File: src/rtl/i_victim_cache_repl.sv
// Replacement and occupancy controller for the 8-entry instruction victim cache:
// valid bits, 3-level tree pseudo-LRU, occupancy count and eviction flagging.
module i_victim_cache_repl #(
  parameter int WAYS_VC      = 8,
  parameter int INDEX_WAY_VC = 3
) (
  input  logic                    clk_i,
  input  logic                    rst_ni,
  input  logic                    flush_i,
  input  logic                    hit_i,
  input  logic [INDEX_WAY_VC-1:0] hit_way_i,
  input  logic                    swap_i,
  input  logic                    fill_i,
  input  logic                    inv_i,
  input  logic [INDEX_WAY_VC-1:0] inv_way_i,
  output logic [INDEX_WAY_VC-1:0] victim_way_o,
  output logic                    full_o,
  output logic [3:0]              count_o,
  output logic                    evict_o,
  output logic [INDEX_WAY_VC-1:0] evict_way_o
);

  logic [WAYS_VC-1:0]      valid_r, valid_n_s;
  logic [6:0]              plru_r, plru_n_s;
  logic [3:0]              count_r, count_n_s;
  logic                    evict_r, evict_n_s;
  logic [INDEX_WAY_VC-1:0] evict_way_r, evict_way_n_s;
  logic [INDEX_WAY_VC-1:0] first_free_s, plru_pick_s, victim_s;

  // Point every tree node on the path to `way` away from it (0 selects the lower half).
  function automatic logic [6:0] plru_touch(input logic [6:0] plru, input logic [2:0] way);
    logic [6:0] t;
    t = plru;
    t[3'd0]                         = ~way[2];
    t[3'd1 + {2'b00, way[2]}]       = ~way[1];
    t[3'd3 + {1'b0, way[2:1]}]      = ~way[0];
    return t;
  endfunction

  // Follow the tree from the root to the least-recently-used leaf.
  function automatic logic [2:0] plru_pick(input logic [6:0] plru);
    logic v2, v1, v0;
    v2 = plru[3'd0];
    v1 = plru[3'd1 + {2'b00, v2}];
    v0 = plru[3'd3 + {1'b0, v2, v1}];
    return {v2, v1, v0};
  endfunction

  // Lowest-index invalid entry; only used when the cache is not full.
  always_comb begin
    first_free_s = 3'd0;
    for (int i = WAYS_VC - 1; i >= 0; i--) begin
      if (!valid_r[i]) begin
        first_free_s = 3'(i);
      end else begin
        first_free_s = first_free_s;
      end
    end
  end

  assign plru_pick_s = plru_pick(plru_r);
  assign victim_s    = (&valid_r) ? plru_pick_s : first_free_s;

  // Next-state: flush > fill > hit > inv, each event completes in one cycle.
  always_comb begin
    valid_n_s     = valid_r;
    plru_n_s      = plru_r;
    count_n_s     = count_r;
    evict_n_s     = 1'b0;
    evict_way_n_s = evict_way_r;
    if (flush_i) begin
      valid_n_s = '0;
      plru_n_s  = 7'd0;
      count_n_s = 4'd0;
    end else if (fill_i) begin
      if (hit_i && swap_i) begin
        // Swap: the L1 victim lands in the slot the hit line vacates.
        plru_n_s = plru_touch(plru_r, hit_way_i);
      end else begin
        plru_n_s            = plru_touch(plru_r, victim_s);
        valid_n_s[victim_s] = 1'b1;
        if (valid_r[victim_s]) begin
          evict_n_s     = 1'b1;
          evict_way_n_s = victim_s;
        end else begin
          count_n_s = count_r + 4'd1;
        end
      end
    end else if (hit_i) begin
      plru_n_s = plru_touch(plru_r, hit_way_i);
      if (swap_i && valid_r[hit_way_i]) begin
        valid_n_s[hit_way_i] = 1'b0;
        count_n_s            = count_r - 4'd1;
      end else begin
        count_n_s = count_r;
      end
    end else if (inv_i) begin
      if (valid_r[inv_way_i]) begin
        valid_n_s[inv_way_i] = 1'b0;
        count_n_s            = count_r - 4'd1;
      end else begin
        count_n_s = count_r;
      end
    end else begin
      count_n_s = count_r;
    end
  end

  // State registers.
  always_ff @(posedge clk_i or negedge rst_ni) begin
    if (!rst_ni) begin
      valid_r     <= '0;
      plru_r      <= 7'd0;
      count_r     <= 4'd0;
      evict_r     <= 1'b0;
      evict_way_r <= 3'd0;
    end else begin
      valid_r     <= valid_n_s;
      plru_r      <= plru_n_s;
      count_r     <= count_n_s;
      evict_r     <= evict_n_s;
      evict_way_r <= evict_way_n_s;
    end
  end

  assign victim_way_o = victim_s;
  assign full_o       = &valid_r;
  assign count_o      = count_r;
  assign evict_o      = evict_r;
  assign evict_way_o  = evict_way_r;

endmodule
File: config.mk
export PLATFORM = sky130hd
export DESIGN_NAME = i_victim_cache_repl
export DESIGN_NICKNAME = d
export VERILOG_FILES = /design/src/rtl/i_victim_cache_repl.sv
export SDC_FILE = /design/constraint.sdc
export NUM_CORES = 1
export LEC_CHECK = 0
export ABC_AREA = 1
export ABC_CLOCK_PERIOD_IN_PS = 2300
export BUFFER_PORTS_ARGS = -buffer_cell sky130_fd_sc_hd__buf_2
export CELL_PAD_IN_SITES_DETAIL_PLACEMENT = 1
export CELL_PAD_IN_SITES_GLOBAL_PLACEMENT = 2
export CORE_MARGIN = 10
export CORE_UTILIZATION = 32
export DETAILED_ROUTE_END_ITERATION = 10
export GPL_ROUTABILITY_DRIVEN = 0
export PLACE_DENSITY_LB_ADDON = 0.1
export SLEW_MARGIN = 15
export SYNTH_ARGS = -nofsm -noshare
export SYNTH_HDL_FRONTEND = slang
export SYNTH_SLANG_ARGS = --single-unit
File: constraint.sdc
create_clock -name clk_i -period 2.3 [get_ports clk_i]
set_input_delay 0.46 -clock clk_i [delete_from_list [all_inputs] [get_ports clk_i]]
set_output_delay 0.46 -clock clk_i [all_outputs]
set_load 0.01 [all_outputs]
Yosys cells after proc, flatten, opt, wreduce, memory -nomap -nowiden:

Index checks and enable logic that the tools add are counted.

* register bits after elaboration: 23
* input bits: 13
* output and inout bits: 12

* add/sub/neg operators: 8
* order comparisons: 16
* equal/unequal tests: 3
* muxes and demuxes: 60
* bitwise logic cells: 13
* reduce and logical (&&, ||, !) cells: 16

Operator list (count)
* 2-to-1 mux 8 bit: 7
* 2-to-1 mux 4 bit: 8
* bitwise mux 7 bit: 4
* 2-to-1 mux 7 bit: 4
* 2-to-1 mux 3 bit: 9
* less-than comparator 3 x 4 -> 1 bit, second input constant: 6
* demux 1 bit (select 3 bit): 7
* AND 8 bit: 2
* 2-to-1 mux 1 bit: 16
* NOT 8 bit: 2
* binary-select mux 1 bit (select 3 bit): 5
* >= comparator 3 x 1 -> 1 bit, second input constant: 5
* less-than comparator 2 x 4 -> 1 bit, second input constant: 3
* adder 2 x 2 -> 3 bit, first input constant: 3
* logical AND 1 bit: 9
* NOT 1 bit: 8
* OR 8 bit: 1
* AND reduction 4 bit: 2
* AND reduction 8 bit: 1
* nonzero test 4 bit: 2
* adder 1 x 1 -> 2 bit, first input constant: 3
* inequality test 3 bit, second input constant: 2
* AND reduction 5 bit: 1
* adder 4 x 1 -> 4 bit, second input constant: 1
* other kinds (4): 5

Depth between registers and ports, before layout:

* word-level depth: 19
* gate-level depth with buffers: 15

Least setup slack after synthesis:

No wires, ideal clock.

* path type: register to output
* from: register plru_r[0]
* to: output port victim_way_o[0]
* arrival: 1.398 ns
* data required time: 1.840 ns
* setup slack: 0.442 ns
* cell stages (with the launch flop): 11
* path buffers: 0
* path through: dfrtp_1 > inv_2 > nand2_1 > nand2_1 > ha_1 > inv_1 > a21oi_1 > nand2_1 > nand2_1 > nand2_1 > nand2_1

* word-level cells in the longest chain between the ends: 7

RTL lines
* start, declared: line 24 `logic [6:0] plru_r, plru_n_s;`
* start signal, assigned: line 119 `plru_r <= plru_n_s;`
* adder 1 x 1 -> 2 bit: line 44 `v1 = plru[3'd1 + {2'b00, v2}];`
* binary-select mux 1 bit (select 3 bit): line 44
* 2-to-1 mux 1 bit (not written as such): line 44
* adder 2 x 2 -> 3 bit: line 45 `v0 = plru[3'd3 + {1'b0, v2, v1}];`
* binary-select mux 1 bit (select 3 bit) (*): line 45
* 2-to-1 mux 1 bit (not written as such) (*): line 45
* 2-to-1 mux 3 bit (*): line 62 `assign victim_s = (&valid_r) ? plru_pick_s : first_free_s;`
* end, declared: line 16 `output logic [INDEX_WAY_VC-1:0] victim_way_o,`

Every way passes the cells marked *; elsewhere a longest branch is shown, timed or not. The select of a mux whose other input is x is not followed.

Worst setup path in the final report:

Same ends and word-level chain as after synthesis.

==> results.yml <==
timing:
  period_share_pct: 96.6
  relSlewSlack_pct: 58.9
  timing.hold.ws_ns: 0.166
  timing.fmax_ghz: 0.450
  worst_slew_pin_slew_ns: 0.616
  report.final.slew_viol_count: 0
  hold_viol_final: 0
  fin_crit_ns: 2.22
  fin_skew_ns: 0.00742
  setup_violations: 0
hold_path:
  worstHoldPathType: "in -> async"
clock_network:
  cts.sinks: 23
  cts-hold-fix-buffers: 0
  htree_num_levels: 1
  clkSlewWorstSetupHoldPaths_ns: 0.09
  cts_tree: "done"
  cts_buffer_depth: 2
  clock_latency_ns: 0.27
  root_buffer: "clkbuf_8"
  cts_buffers: 3
place:
  dpl-instance-area_sq_um: 2590
  port_buffers: 24
  dp_hpwl_microns: 6680
power:
  total_power_uw: 1400
  power_density_nw_per_um2: 509
  p_leak_uw: 0.00142
  ir_drop_mv: 0.258
synthesis:
  syn-cell-area_sq_um: 2310
  synth_flop_cell: "dfrtp_1"
  avgSynthCellArea_sq_um: 6.38
  syn_inst: 363
  synth_edf_count: 0
  synthesis.nets: 395
  yosysWarningCount: 0
  ys_seq_area_share_pct: 24.9
  synth_seq_cells: 23
  ys_types: 32
  async_reset_ff_share_pct: 100
critical_path:
  end_kind: "output port"
  arrival_ns: 1.76
  required_ns: 1.84
  crit_fanout: 4
  cp-start-kind: "register"
  criticalPathCategory: "reg -> out"
drt:
  wl_per_cell_microns: 17.2
  num_vias: 2493
  wl_microns: 8540
  drc: 0
  drtPass1Iterations: 4
  vias_per_cell: 5.01
  drt_iter0_drc: 148
  antenna_left: 0
finish:
  final_core_util_pct: 39.8
  fillers: 942
  num_antenna_cells: 0
  drive_above_1_share_pct: 20.4
  nets: 435
  area_growth_pct: 18.9
  postLayoutCellArea_sq_um: 2750
die:
  fp-row-count: 30
  core_sq_um: 6910
  ios: 25
  start_util_pct: 33.5
  die-width_microns: 105
  fp.dieH_microns: 105
  die_area_sq_um: 11000
global_route:
  grt_pass1_vias: 2577
  grt_usage_pct: 15.1
  antenna_found_initial: 0
  grt_first_pass_wirelength_microns: 13900
  grt_max_degree: 24
  grt.overflow.total: 0
outcome:
  outcome: "complete, no violations"
flow_run:
  drv_cap: 0
## flip-flops by register name (all words and copies together) (netlist names)
| register | count |
|---|---|
| count_o | 4 |
| evict_o | 1 |
| evict_way_o | 3 |
| valid_r | 8 |
| plru_r | 7 |
## repair_timing
item,CTS,global route
buffers inserted,6,2
pin swaps,1,3
gates resized for setup,9,6
endpoints found under the setup margin,1,2
hold endpoints to repair,0,0
## layout by cell type, fill, tap and decap left out, types with 4 or more instances in the layout
| cell type | n |
|---|---|
| inv_1 | 31 |
| nor2_1 | 37 |
| nand2_2 | 6 |
| buf_4 | 19 |
| dfrtp_1 | 21 |
| ha_1 | 17 |
| buf_2 | 23 |
| o21ai_1 | 13 |
| o21ai_0 | 21 |
| nand2_1 | 101 |
| nand3_1 | 41 |
| a21oi_1 | 18 |
| nand3_2 | 4 |
| inv_2 | 10 |
## metrics by stage
step,setup TNS [ns],setup slack [ns],instances
3_3_place_gp,0,0.174,486
3_5_place_dp,0,0.147,486
6_report,0,0.0782,498
4_1_cts,0,0.00819,496
2_1_floorplan,0,0.442,363
5_1_grt,-0.0107,-0.0107,498
## synth_stat cells (all sizes together), types with 2 or more instances
| master | instances | share of area, % |
|---|---|---|
| nand2 | 110 | 19 |
| nand3 | 45 | 10 |
| inv | 42 | 6.8 |
| nor2 | 42 | 8.2 |
| o21ai | 34 | 7.4 |
| dfrtp | 23 | 25 |
| a21oi | 19 | 4.1 |
| ha | 18 | 9.7 |
| buf | 6 | 1.8 |
| nand4 | 4 | 1.4 |
| nor3 | 3 | 0.65 |
| o211ai | 3 | 0.97 |
| a2111oi | 2 | 0.76 |
| a21o | 2 | 0.65 |
| a32oi | 2 | 0.76 |
| clkbuf | 2 | 0.32 |
## per-layer routing
| layer | vias to the layer above | GRT usage (%) | wire length [microns] |
|---|---|---|---|
| met3 | 4 | 2.09 | 391 |
| li1 | 1263 | - | - |
| met1 | 1174 | 21.3 | 4300 |
| met4 | 0 | 2.45 | 46 |
| met5 | - | 0 | 0 |
| met2 | 52 | 24.1 | 3800 |
## critical path: stages (launching register included)
cell	delay, ns
dfrtp_2	0.47
nand2_4	0.10
nand2_2	0.07
ha_4	0.28
inv_2	0.05
a21oi_2	0.13
nand2_1	0.07
nand2_1	0.06
nand2_1	0.06
nand2_2	0.08
buf_6	0.10
## layout make-up
class | instances | area (sq um) | area share (%)
Clock buffer | 3 | 41.3 | 1.50
Sequential cell | 23 | 578 | 21.0
Inverter | 42 | 160 | 5.82
Timing Repair Buffer | 43 | 269 | 9.78
Tap cell | 96 | 120 | 4.37
Multi-Input combinational cell | 290 | 1580 | 57.3
Clock inverter | 1 | 5.00 | 0.182
## power by group
group / total, uW / switching (uW) / internal (uW)
combinational: 627 / 391 / 236
clock: 265 / 144 / 121
sequential: 509 / 58.8 / 450
total: 1400 / 593 / 808
## worst paths after layout
| check | slack [ns] | cells past startpoint | endpoint | from |
|---|---|---|---|---|
| worst max-delay path | 0.08 | 10 | victim_way_o[0] | plru_r[0] |
| worst min-delay path | 0.17 | 1 | plru_r[6] | rst_ni |
| worst max register to register | 0.23 | 10 | plru_r[3] | valid_r[2] |
| worst min register to register | 0.49 | 2 | evict_way_o[1] | evict_way_o[1] |
| max in group asynchronous | 1.72 | 1 | valid_r[1] | rst_ni |
| min in group clk_i | 0.49 | 2 | evict_way_o[1] | evict_way_o[1] |
## cell families (layout without fill, tap and decap cells)
| group | Yosys count | count (layout) | share of synthesized area, % |
|---|---|---|---|
| buf+inv | 50 | 89 | 8.97 |
| fa+ha+maj | 19 | 19 | 10.6 |
| simple gates | 204 | 204 | 38.9 |
| xor+xnor | 2 | 2 | 0.757 |
| flops | 23 | 23 | 24.9 |
| compound gates | 65 | 65 | 15.9 |
(Power assumes the default switching activity.)
